[config.mk]
export PLATFORM = sky130hd
export DESIGN_NAME = vga_sync_gen
export DESIGN_NICKNAME = d
export VERILOG_FILES = /design/src/rtl/vga_pkg.sv /design/src/rtl/pix_tick_gen.sv /design/src/rtl/vga_sync_gen.sv
export SDC_FILE = /design/constraint.sdc
export NUM_CORES = 1
export LEC_CHECK = 0
export CAP_MARGIN = 20
export CORE_MARGIN = 5
export CORE_UTILIZATION = 50
export DETAILED_ROUTE_END_ITERATION = 10
export GPL_TIMING_DRIVEN = 0
export MAX_ROUTING_LAYER = met4
export PLACE_DENSITY_LB_ADDON = 0.15
export SLEW_MARGIN = 20
export SYNTH_ARGS = -nofsm -noshare
export SYNTH_HDL_FRONTEND = slang
export SYNTH_SLANG_ARGS = --single-unit
[constraint.sdc]
create_clock -name clock -period 2.9 [get_ports clock]
set_input_delay 0.58 -clock clock [delete_from_list [all_inputs] [get_ports clock]]
set_output_delay 0.58 -clock clock [all_outputs]
set_load 0.05 [all_outputs]
[src/rtl/vga_pkg.sv]
// rtl/vga_pkg.sv - VGA 640x480@60 timing constants, count types and window helpers
package vga_pkg;

  localparam int HW = 11;
  localparam int VW = 10;

  localparam int H_TOTAL     = 800;
  localparam int H_SYNC      = 96;
  localparam int H_VIS_START = 111;
  localparam int H_VIS_END   = 751;

  localparam int V_TOTAL     = 525;
  localparam int V_SYNC      = 2;
  localparam int V_VIS_START = 11;
  localparam int V_VIS_END   = 491;

  typedef logic [HW-1:0] hcount_t;
  typedef logic [VW-1:0] vcount_t;

  // Half-open window test [lo, hi) done in the full counter width.
  function automatic logic h_in_window(input hcount_t pos, input hcount_t lo, input hcount_t hi);
    return (pos >= lo) && (pos < hi);
  endfunction

  function automatic logic v_in_window(input vcount_t pos, input vcount_t lo, input vcount_t hi);
    return (pos >= lo) && (pos < hi);
  endfunction

endpackage

[src/rtl/pix_tick_gen.sv]
// rtl/pix_tick_gen.sv - system clock to pixel tick divider with run/freeze control
// step is the combinational "tick happens on this edge"; pix_tick is its registered copy.
module pix_tick_gen #(
  parameter int CLK_DIV = 2
) (
  input  logic clock,
  input  logic reset_n,
  input  logic enable,
  output logic step,
  output logic pix_tick
);

  localparam int DW = (CLK_DIV > 1) ? $clog2(CLK_DIV) : 1;

  if (CLK_DIV < 1 || CLK_DIV > 16) begin : g_bad_div
    $error("pix_tick_gen: CLK_DIV must be 1..16");
  end

  logic [DW-1:0] div;
  logic          wrap;

  assign wrap = (div == DW'(CLK_DIV - 1));
  assign step = enable && wrap;

  always_ff @(posedge clock or negedge reset_n) begin
    if (!reset_n) begin
      div      <= '0;
      pix_tick <= 1'b0;
    end else begin
      if (enable) begin
        div <= wrap ? '0 : div + 1'b1;
      end
      pix_tick <= step;
    end
  end

endmodule

[src/rtl/vga_sync_gen.sv]
// rtl/vga_sync_gen.sv - VGA raster counters with registered sync, visible and frame-start
// Decode works on the next-count values so sync/visible line up with hor_reg/ver_reg.
module vga_sync_gen
  import vga_pkg::*;
#(
  parameter int CLK_DIV     = 2,
  parameter int H_TOTAL     = vga_pkg::H_TOTAL,
  parameter int H_SYNC      = vga_pkg::H_SYNC,
  parameter int H_VIS_START = vga_pkg::H_VIS_START,
  parameter int H_VIS_END   = vga_pkg::H_VIS_END,
  parameter int V_TOTAL     = vga_pkg::V_TOTAL,
  parameter int V_SYNC      = vga_pkg::V_SYNC,
  parameter int V_VIS_START = vga_pkg::V_VIS_START,
  parameter int V_VIS_END   = vga_pkg::V_VIS_END
) (
  input  logic          clock,
  input  logic          reset_n,
  input  logic          enable,
  output logic [HW-1:0] hor_reg,
  output logic [VW-1:0] ver_reg,
  output logic          pix_tick,
  output logic          hsync,
  output logic          vsync,
  output logic          visible,
  output logic          frame_start
);

  if (H_TOTAL > 2048 || V_TOTAL > 1024) begin : g_bad_total
    $error("vga_sync_gen: H_TOTAL/V_TOTAL do not fit the counter widths");
  end

  logic    step;
  logic    wrap_h;
  logic    wrap_v;
  hcount_t hor_nxt;
  vcount_t ver_nxt;

  pix_tick_gen #(
    .CLK_DIV (CLK_DIV)
  ) u_pix_tick_gen (
    .clock    (clock),
    .reset_n  (reset_n),
    .enable   (enable),
    .step     (step),
    .pix_tick (pix_tick)
  );

  assign wrap_h = (hor_reg == hcount_t'(H_TOTAL - 1));
  assign wrap_v = (ver_reg == vcount_t'(V_TOTAL - 1));

  always_comb begin
    hor_nxt = hor_reg;
    ver_nxt = ver_reg;
    if (step) begin
      hor_nxt = wrap_h ? '0 : hor_reg + 1'b1;
      if (wrap_h) begin
        ver_nxt = wrap_v ? '0 : ver_reg + 1'b1;
      end
    end
  end

  always_ff @(posedge clock or negedge reset_n) begin
    if (!reset_n) begin
      hor_reg     <= '0;
      ver_reg     <= '0;
      hsync       <= 1'b0;
      vsync       <= 1'b0;
      visible     <= 1'b0;
      frame_start <= 1'b0;
    end else begin
      hor_reg     <= hor_nxt;
      ver_reg     <= ver_nxt;
      hsync       <= (hor_nxt >= hcount_t'(H_SYNC));
      vsync       <= (ver_nxt >= vcount_t'(V_SYNC));
      visible     <= h_in_window(hor_nxt, hcount_t'(H_VIS_START), hcount_t'(H_VIS_END)) &&
                     v_in_window(ver_nxt, vcount_t'(V_VIS_START), vcount_t'(V_VIS_END));
      frame_start <= step && wrap_h && wrap_v;
    end
  end

endmodule
==> summary.txt <==
Clock network
  • H-tree Lvls: 1
  • CTS Buf Count: 3
  • Hold-fix buffer count after cts: 0
  • Clock transition at path regs: 140 ps
  • Root Buffer: clkbuf_4
  • Worst skew pair latency: 310 ps
  • Clk buf depth: 2
  • TritonCTS Sinks: 27
  • TritonCTS clock tree: built

Setup path
  • Reg2Reg Setup Slack: 160 ps
  • RR Startpoint: ver_reg[0]
  • Largest fanout on the critical path: 6
  • Kind of critical path: reg2reg
  • Reg-to-reg critical path endpoint: visible
  • Worst path arrival time: 2960 ps
  • CP Launch Type: flop
  • Reg2Reg Depth: 9
  • Crit end category: flop
  • Req. time, crit path: 3120 ps

Detailed routing
  • 1st-iter DRT viols: 67
  • Iteration count of the initial detailed-routing pass: 4
  • Via density per instance: 5.88
  • Routed wire length: 3080 um
  • DR vias: 1176
  • DRC: 0
  • Final antenna-violating net count: 0
  • Mean routed wirelength per cell: 15.4 um

Layout
  • Diodes inserted: 0
  • Register area: 678 um2
  • Final net count: 176
  • Max FFs per register: 11
  • Multi-input gate area: 688 um2
  • Fillcell total: 222
  • Final Cell Area: 0.00177 mm2
  • Area growth from synthesis to layout: 28.5%
  • Share of cells above drive strength 1: 12.4%

Synth
  • XOR/XNOR Fraction of Synth Area: 6.36%
  • Cell accounting for the most synthesized area: dfrtp_1
  • EDFF count, synth: 0
  • Register area share after synthesis: 49.1%
  • Synth top area share: 49.1%
  • Synth Area in Simple Gates: 28.7%
  • Main combinational cell family by area after synthesis: simple AND/OR/NAND/NOR gates
  • Synth async-reset ratio: 100%
  • Multiplexer area fraction after synthesis: 1.91%
  • Synth cell types: 36
  • Yosys warns: 0
  • Post-synthesis net count: 139
  • Synth Instances: 133
  • Synth cell count leaders: dfrtp_1 (27), o21ai_0 (11), nand2_1 (8), nand3_1 (8), nand4_1 (8)
  • Number of synthesized register bits: 27
  • Syn Area/Cell: 10.3 um2
  • Largest cells by area after synthesis: dfrtp_1 (49%), o21ai_0 (4.0%), nand4_1 (3.6%)
  • Top-count cell post-synth: dfrtp_1
  • Ys flop type: dfrtp_1
  • Post-Syn Area: 0.00138 mm2
  • Post-synthesis compound-gate area fraction: 9.45%
  • Post-Synth Adder-Cell Area: 2.73%

Placement
  • Gpl congestion: 0.878
  • IO buf count: 28
  • DP HPWL: 2260 um
  • Placed instance area: 0.00169 mm2
  • Pre-CTS WS: -297 ps

Timing
  • Final Skew: 1.76 ps
  • Min Tclk post-route: 2740 ps
  • Tightest Pin Transition: 586 ps
  • Slew Limit Fails: 0
  • Slew headroom: 60.9%
  • Final hold slack: 239 ps
  • Final setup viols: 0
  • Post-Route Setup TNS: 0 ps
  • RSZ-0062 raised after global routing: false
  • Tcrit/Tclk final: 94.4%
  • Fmax: 365 MHz
  • Final hold viol count: 0
  • Worst setup margin: 161 ps

Power and ir drop
  • Design Power: 0.00101 W
  • LEAKAGE: 0.802 nW
  • Power per Cell Area: 571 mW/mm2
  • Peak supply drop: 0.710 mV

Floorplanning
  • Core area: 0.00269 mm2
  • I/O Pins: 29
  • Die H: 62.5 um
  • Die ar.: 0.00390 mm2
  • Row cnt: 19
  • Width of the die: 62.5 um
  • Initial core utilization: 51.2%

GRT
  • GRT Overall Usage: 16.5%
  • Largest net degree at the start of global routing: 28
  • Vias in the first global route: 1155
  • Gr ovfl total: 0
  • Antenna violations before repair: 0
  • Global-route wire length before repair: 5350 um

Flow run
  • Number of max-cap violations: 0

Outcome
  • Outcome: finished clean

Hold path
  • Hold Path Class: in2async
## where the power goes
group	internal (W)	total, W	switching [W]
Sequential	0.000425	0.000484	0.0000598
Clock	0.0000516	0.000157	0.000106
Combinational	0.000134	0.000368	0.000234
Total	0.000610	0.00101	0.000400
## cell families (layout without fill, tap and decap cells)
group,count (synthesis),after routing
buffers and inverters,6,42
and+or+nand+nor,63,63
muxes,2,2
xor gates and xnor gates,10,10
adders and majority gates,3,3
AOI/OAI and AO/OA,22,22
DFF,27,27
## critical path, cell delays in order (launching register included)
cell	delay [ps]
dfrtp_1	460
inv_1	110
ha_1	150
nor4bb_1	260
and4_1	300
nor2_1	60
mux2_4	290
or3_1	330
or4_1	470
and4b_1	210
## repair_timing
item,4_1_cts,5_1_grt
setup endpoints to repair,0,1
gates resized for setup,0,4
buffers inserted,0,4
## per-layer routing
| metal | global-route usage (%) | wire [um] | vias to the layer above |
|---|---|---|---|
| li1 | - | - | 570 |
| met1 | 20.7 | 1360 | 571 |
| met2 | 27.3 | 1570 | 33 |
| met3 | 2.88 | 132 | 2 |
| met4 | 4.77 | 14 | 0 |
| met5 | - | 0 | - |
## how the worst max path moves through the flow
stage,from,to,slack (ps),cells after the start
4_1_cts,enable,visible,50,9
3_5_place_dp,enable,visible,-300,9
6_report,ver_reg[0],visible,160,9
3_3_place_gp,enable,visible,-280,9
5_1_grt,hor_reg[0],visible,20,8
2_1_floorplan,hor_reg[4],visible,110,7
## placed cells by master (no fill, tap or decap), types with 2 or more instances in the layout
| master | Yosys | final |
|---|---|---|
| clkdlybuf4s50_1 | 0 | 26 |
| dfrtp_1 | 27 | 25 |
| o21ai_0 | 11 | 11 |
| nand4_1 | 8 | 8 |
| nand3_1 | 8 | 8 |
| nand2_1 | 8 | 7 |
| nor2_1 | 7 | 7 |
| xnor2_1 | 5 | 5 |
| nor3_1 | 5 | 5 |
| xor2_1 | 5 | 5 |
| or3_1 | 4 | 4 |
| a21oi_1 | 4 | 4 |
| inv_1 | 4 | 4 |
| and4_1 | 4 | 4 |
| or4_1 | 4 | 4 |
| buf_4 | 0 | 4 |
| and3_1 | 3 | 3 |
| ha_1 | 3 | 3 |
| clkbuf_4 | 0 | 3 |
| buf_2 | 1 | 2 |
| nor3b_1 | 2 | 2 |
| a21o_1 | 2 | 2 |
| nand2b_1 | 2 | 2 |
| dfrtp_2 | 0 | 2 |
## per-stage QoR
stage	instances	utilization (%)
floorplan	133	-
global placement	192	63.2
detailed placement	192	63.0
CTS	196	64.0
global route	200	65.8
finish	200	65.8
## final cells by class
| class | count | share of cell area, % |
|---|---|---|
| clock buffer | 3 | 1.27 |
| buffer | 1 | 0.283 |
| multi-input combinational | 100 | 38.9 |
| tap | 31 | 2.19 |
| clock inverter | 1 | 0.283 |
| inverter | 5 | 1.27 |
| timing repair buffer | 32 | 17.4 |
| sequential | 27 | 38.4 |
No activity file was read; power rests on OpenSTA's default activity.
